===== src/rtl/sumsq_serial.sv =====
// Serial sum-of-squares: x*x + y*y via a one-bit-per-clock shift-add multiplier.
// The result is presented to the square-root stage over a valid/ready handshake.
//
// state | meaning
// IDLE  | waiting for operands, in_ready high
// SQ_X  | accumulating X*X, one multiplier bit per clock
// SQ_Y  | accumulating Y*Y into the same accumulator
// DONE  | result valid, holding until downstream accepts
module sumsq_serial #(
    parameter int WIDTH = 8
) (
    input  logic               clk,
    input  logic               rst_n,
    input  logic               in_valid,
    output logic               in_ready,
    input  logic [WIDTH-1:0]   x_in,
    input  logic [WIDTH-1:0]   y_in,
    output logic               out_valid,
    input  logic               out_ready,
    output logic [2*WIDTH:0]   sumsq_out,
    output logic               busy
);

    localparam int AW = 2 * WIDTH + 1;
    localparam int CW = (WIDTH > 1) ? $clog2(WIDTH) : 1;

    typedef enum logic [1:0] {
        IDLE = 2'd0,
        SQ_X = 2'd1,
        SQ_Y = 2'd2,
        DONE = 2'd3
    } state_t;

    state_t         state;
    state_t         state_nxt;
    logic [WIDTH-1:0] op_x;
    logic [WIDTH-1:0] op_y;
    logic [WIDTH-1:0] mcand;
    logic [AW-1:0]  acc;
    logic [AW-1:0]  addend;
    logic [AW-1:0]  acc_sum;
    logic [CW-1:0]  cnt;
    logic           last_bit;

    // Each square uses the same operand as multiplicand and multiplier.
    assign mcand    = (state == SQ_Y) ? op_y : op_x;
    assign addend   = mcand[cnt] ? (AW'(mcand) << cnt) : '0;
    assign acc_sum  = acc + addend;
    assign last_bit = (cnt == CW'(WIDTH - 1));

    always_ff @(posedge clk) begin
        if (!rst_n) begin
            state <= IDLE;
        end else begin
            state <= state_nxt;
        end
    end

    always_comb begin
        state_nxt = state;
        case (state)
            IDLE: if (in_valid) state_nxt = SQ_X;
            SQ_X: if (last_bit) state_nxt = SQ_Y;
            SQ_Y: if (last_bit) state_nxt = DONE;
            DONE: if (out_ready) state_nxt = IDLE;
            default: state_nxt = IDLE;
        endcase
    end

    always_comb begin
        in_ready  = (state == IDLE);
        out_valid = (state == DONE);
        busy      = (state != IDLE);
    end

    always_ff @(posedge clk) begin
        if (!rst_n) begin
            op_x      <= '0;
            op_y      <= '0;
            acc       <= '0;
            cnt       <= '0;
            sumsq_out <= '0;
        end else begin
            case (state)
                IDLE: begin
                    if (in_valid) begin
                        op_x <= x_in;
                        op_y <= y_in;
                        acc  <= '0;
                        cnt  <= '0;
                    end
                end
                SQ_X: begin
                    acc <= acc_sum;
                    cnt <= last_bit ? '0 : cnt + CW'(1);
                end
                SQ_Y: begin
                    acc <= acc_sum;
                    cnt <= last_bit ? '0 : cnt + CW'(1);
                    if (last_bit) sumsq_out <= acc_sum;
                end
                default: ;
            endcase
        end
    end

endmodule


===== config.mk =====
export PLATFORM = sky130hd
export DESIGN_NAME = sumsq_serial
export DESIGN_NICKNAME = d
export VERILOG_FILES = /design/src/rtl/sumsq_serial.sv
export SDC_FILE = /design/constraint.sdc
export NUM_CORES = 1
export LEC_CHECK = 0
export CORE_MARGIN = 10
export CORE_UTILIZATION = 49
export DETAILED_ROUTE_END_ITERATION = 10
export PLACE_DENSITY = 0.72
export RECOVER_POWER = 25
export SLEW_MARGIN = 20
export SYNTH_ARGS = -nofsm -noshare
export SYNTH_HDL_FRONTEND = slang
export SYNTH_SLANG_ARGS = --single-unit

===== constraint.sdc =====
create_clock -name clk -period 3.35 [get_ports clk]
set_clock_uncertainty 0.05 [all_clocks]
set_input_delay 0.67 -clock clk [delete_from_list [all_inputs] [get_ports clk]]
set_output_delay 0.67 -clock clk [all_outputs]
set_load 0.03 [all_outputs]

==> results.md <==
* Outcome: complete, but fails checks
* Violated checks: negative setup slack
* LEAKAGE at 1.78 nW
* Post-CTS Hold Buffers at 0
* Share of cells above drive strength 1 at 22.3%
* CP endpoint kind: flip-flop
* Yosys reg bits at 55
* Nets@finish at 525
* Clock Tree Root: clkbuf_8
* Hold EP: sumsq_out[6]$_SDFFE_PN0P_
* Site Rows at 29
* Cell Area, Synth at 0.00326 sq mm
* Slew Limit Fails at 0
* CTS tree: yes
* Rel. slew slack at 51.4%
* Hpwl dp at 6320 microns
* R2R Path Start: state[0]$_SDFFE_PN0P_
* Top FF cell, synth: dfxtp_1
* Largest net degree at the start of global routing at 32
* Synth-to-layout area growth at 35.7%
* Global-route wire length before repair at 14100 microns
* Syn. warnings at 0
* Vias per inst at 5.81
* Via Count at 3260
* Power consumption at 2.29 mW
* Total GRT Usage at 16.4%
* Critical-path top delay cell: mux4_2
* Die W at 102 microns
* Avg WL per Cell at 16.2 microns
* Die area at 0.0103 sq mm
* Final instance area at 0.00442 sq mm
* R2r worst-path depth at 13
* Diodes inserted at 0
* Unrepaired setup endpoints after global routing: true
* Mapped Nets at 460
* CTS buffer count at 5
* Pwr dens at 518 mW/mm^2
* Crit-path max cell delay at 0.47 ns
* Dpl cell area at 0.00391 sq mm
* Mean post-synth cell area at 7.80 sq um
* Layout filler cell count at 519
* Vias in the first global route at 3086
* Critical path peak fanout at 6
* Period minus WS final at 3.40 ns
* Setup CP Type: reg -> reg
* Peak Freq at 294 MHz
* Hold_sp: sumsq_out[6]$_SDFFE_PN0P_
* H-tree depth at 2
* Main area contributors after synthesis: dfxtp_1 (34%), ha_1 (8.1%), nand2_1 (7.7%)
* Worst slew pin tran at 0.730 ns
* Post-synth EDFFs at 0
* CP arrival at 3.57 ns
* DRT Pass-1 Iters at 4
* IO Count at 40
* Dominant cell type by area after synthesis: dfxtp_1
* Maximum VDD drop at 0.368 mV
* Crit-path cells: inv_2 -> ha_4 -> mux2i_4 -> mux4_2 -> or2_4 -> o22ai_4 -> ha_4 -> a21oi_2 -> o21ai_2 -> a211o_1 -> o21ai_2 -> a21oi_1 -> o31ai_1
* Final worst slack at -0.0535 ns
* Final hold violations at 0
* Clk pin slew, worst setup/hold paths at 0.10 ns
* Initial antenna violation count at 0
* # DRC at 0
* I/O Buffers at 39
* Period utilization at 102%
* Worst EP required at 3.52 ns
* Clk buf depth at 2
* Initial core utilization at 50.8%
* Core area at 0.00642 sq mm
* DR iter-0 viols at 179
* Die height at 102 microns
* Max-cap violations at 0
* Gate Count Post-Synth at 418
* Synth cell count leaders: nand2_1 (67), dfxtp_1 (55), a21oi_1 (39), nor2_1 (33), nand3_1 (24)
* GP Congestion at 0.930
* Startpoint Class: flip-flop
* R2R Setup Slk at -0.05 ns
* Clock Latency Late Sink at 0.31 ns
* Fin util at 68.8%
* Post-synth ARST share at 0%
* Worst Setup SP: state[0]$_SDFFE_PN0P_
* Top-area cell type share of the netlist area at 33.8%
* Hold Crit Class: reg -> reg
* ANT nets after route at 0
* Most common cell in the netlist: nand2_1
* Clk sink count at 55
* Total gr overflow at 0
* Setup_tns at -0.0535 ns
* Sequential area share after synthesis at 33.8%
* Setup violators final at 1
* Routed WL at 9070 microns
* Cells on Worst Hold Path at 2
* Library cells used by synthesis at 48
* Worst R2R End: acc[14]$_SDFFE_PN0P_
layout by cell type, fill, tap and decap left out, types with 13 or more instances in the layout:
| cell type | n |
|---|---|
| dlygate4sd3_1 | 16 |
| o21ai_0 | 13 |
| nand3_1 | 23 |
| ha_1 | 17 |
| nand2_1 | 64 |
| dfxtp_1 | 54 |
| nor2_1 | 32 |
| clkdlybuf4s50_1 | 23 |
| a21oi_1 | 31 |
| buf_4 | 42 |
critical path: cells and delay by family (launching register included):
| family | cells | cell delay (ns) |
|---|---|---|
| AO/OA/AOI/OAI | 7 | 1.45 |
| adder cells (fa/ha/maj) | 2 | 0.44 |
| buffers and inverters | 1 | 0.05 |
| flip-flops | 1 | 0.34 |
| multiplexers | 2 | 0.66 |
| AND/OR/NAND/NOR | 1 | 0.30 |
area by class of cell:
cell class              instances  area, sq um  area share (%)
clock buffers                   6         82.6            1.87
clock inverters                 2         35.0           0.792
inverters                      12         45.0            1.02
multi-input cells             326         2330            52.7
flip-flops and latches         55         1100            24.9
well taps                      77         96.3            2.18
repair buffers                 83          728            16.5
per-layer routing:
metal	vias to the layer above	share of wire [%]	global-route usage (%)
met4	0	1.3	4.07
met1	1546	42	19.6
met5	-	0	0
li1	1625	-	-
met2	70	52	29.4
met3	19	4.5	3.06
repair_timing:
item | 4_1_cts | 5_1_grt
pin swaps | 11 | 28
resized for setup | 17 | 46
setup buffers | 3 | 9
setup endpoints to repair | 14 | 20
logic make-up (layout without fill, tap and decap cells):
group	Yosys count	after routing	share of synthesized area [%]
simple gates	165	165	22.8
compound gates	113	113	21.8
flops	55	55	33.8
buf+inv	37	103	4.57
fa+ha+maj	22	22	8.68
mux	19	19	6.45
xor+xnor	7	7	1.88
sequential cells by signal, summed over array words and instances (netlist names):
register,cells
acc,17
cnt,3
op_y,8
sumsq_out,17
op_x,8
state,2
worst max path at each step:
stage                                       endpoint  slack, ns  depth (start not counted)
after floorplan           sumsq_out[16]$_SDFFE_PN0P_     0.0003                         15
after global placement    sumsq_out[14]$_SDFFE_PN0P_      0.005                         14
after detailed placement  sumsq_out[14]$_SDFFE_PN0P_      -0.17                         14
after CTS                       acc[15]$_SDFFE_PN0P_      -0.04                         16
after global routing            acc[14]$_SDFFE_PN0P_      -0.22                         16
final                           acc[14]$_SDFFE_PN0P_      -0.05                         13
power by group:
part,switching [mW],internal (mW),leakage [nW]
clock network,0.219,0.242,0.0612
registers,0.0646,0.717,0.446
logic,0.595,0.453,1.27
per-stage QoR:
stage	setup slack (ns)	instances	hold WS, ns
after CTS	-0.0385	553	0.412
after global routing	-0.218	561	0.439
after floorplan	0.000284	418	0.379
final	-0.0535	561	0.404
after global placement	0.00520	542	0.394
after detailed placement	-0.171	542	0.396
Power figures use the tool's default switching activity.
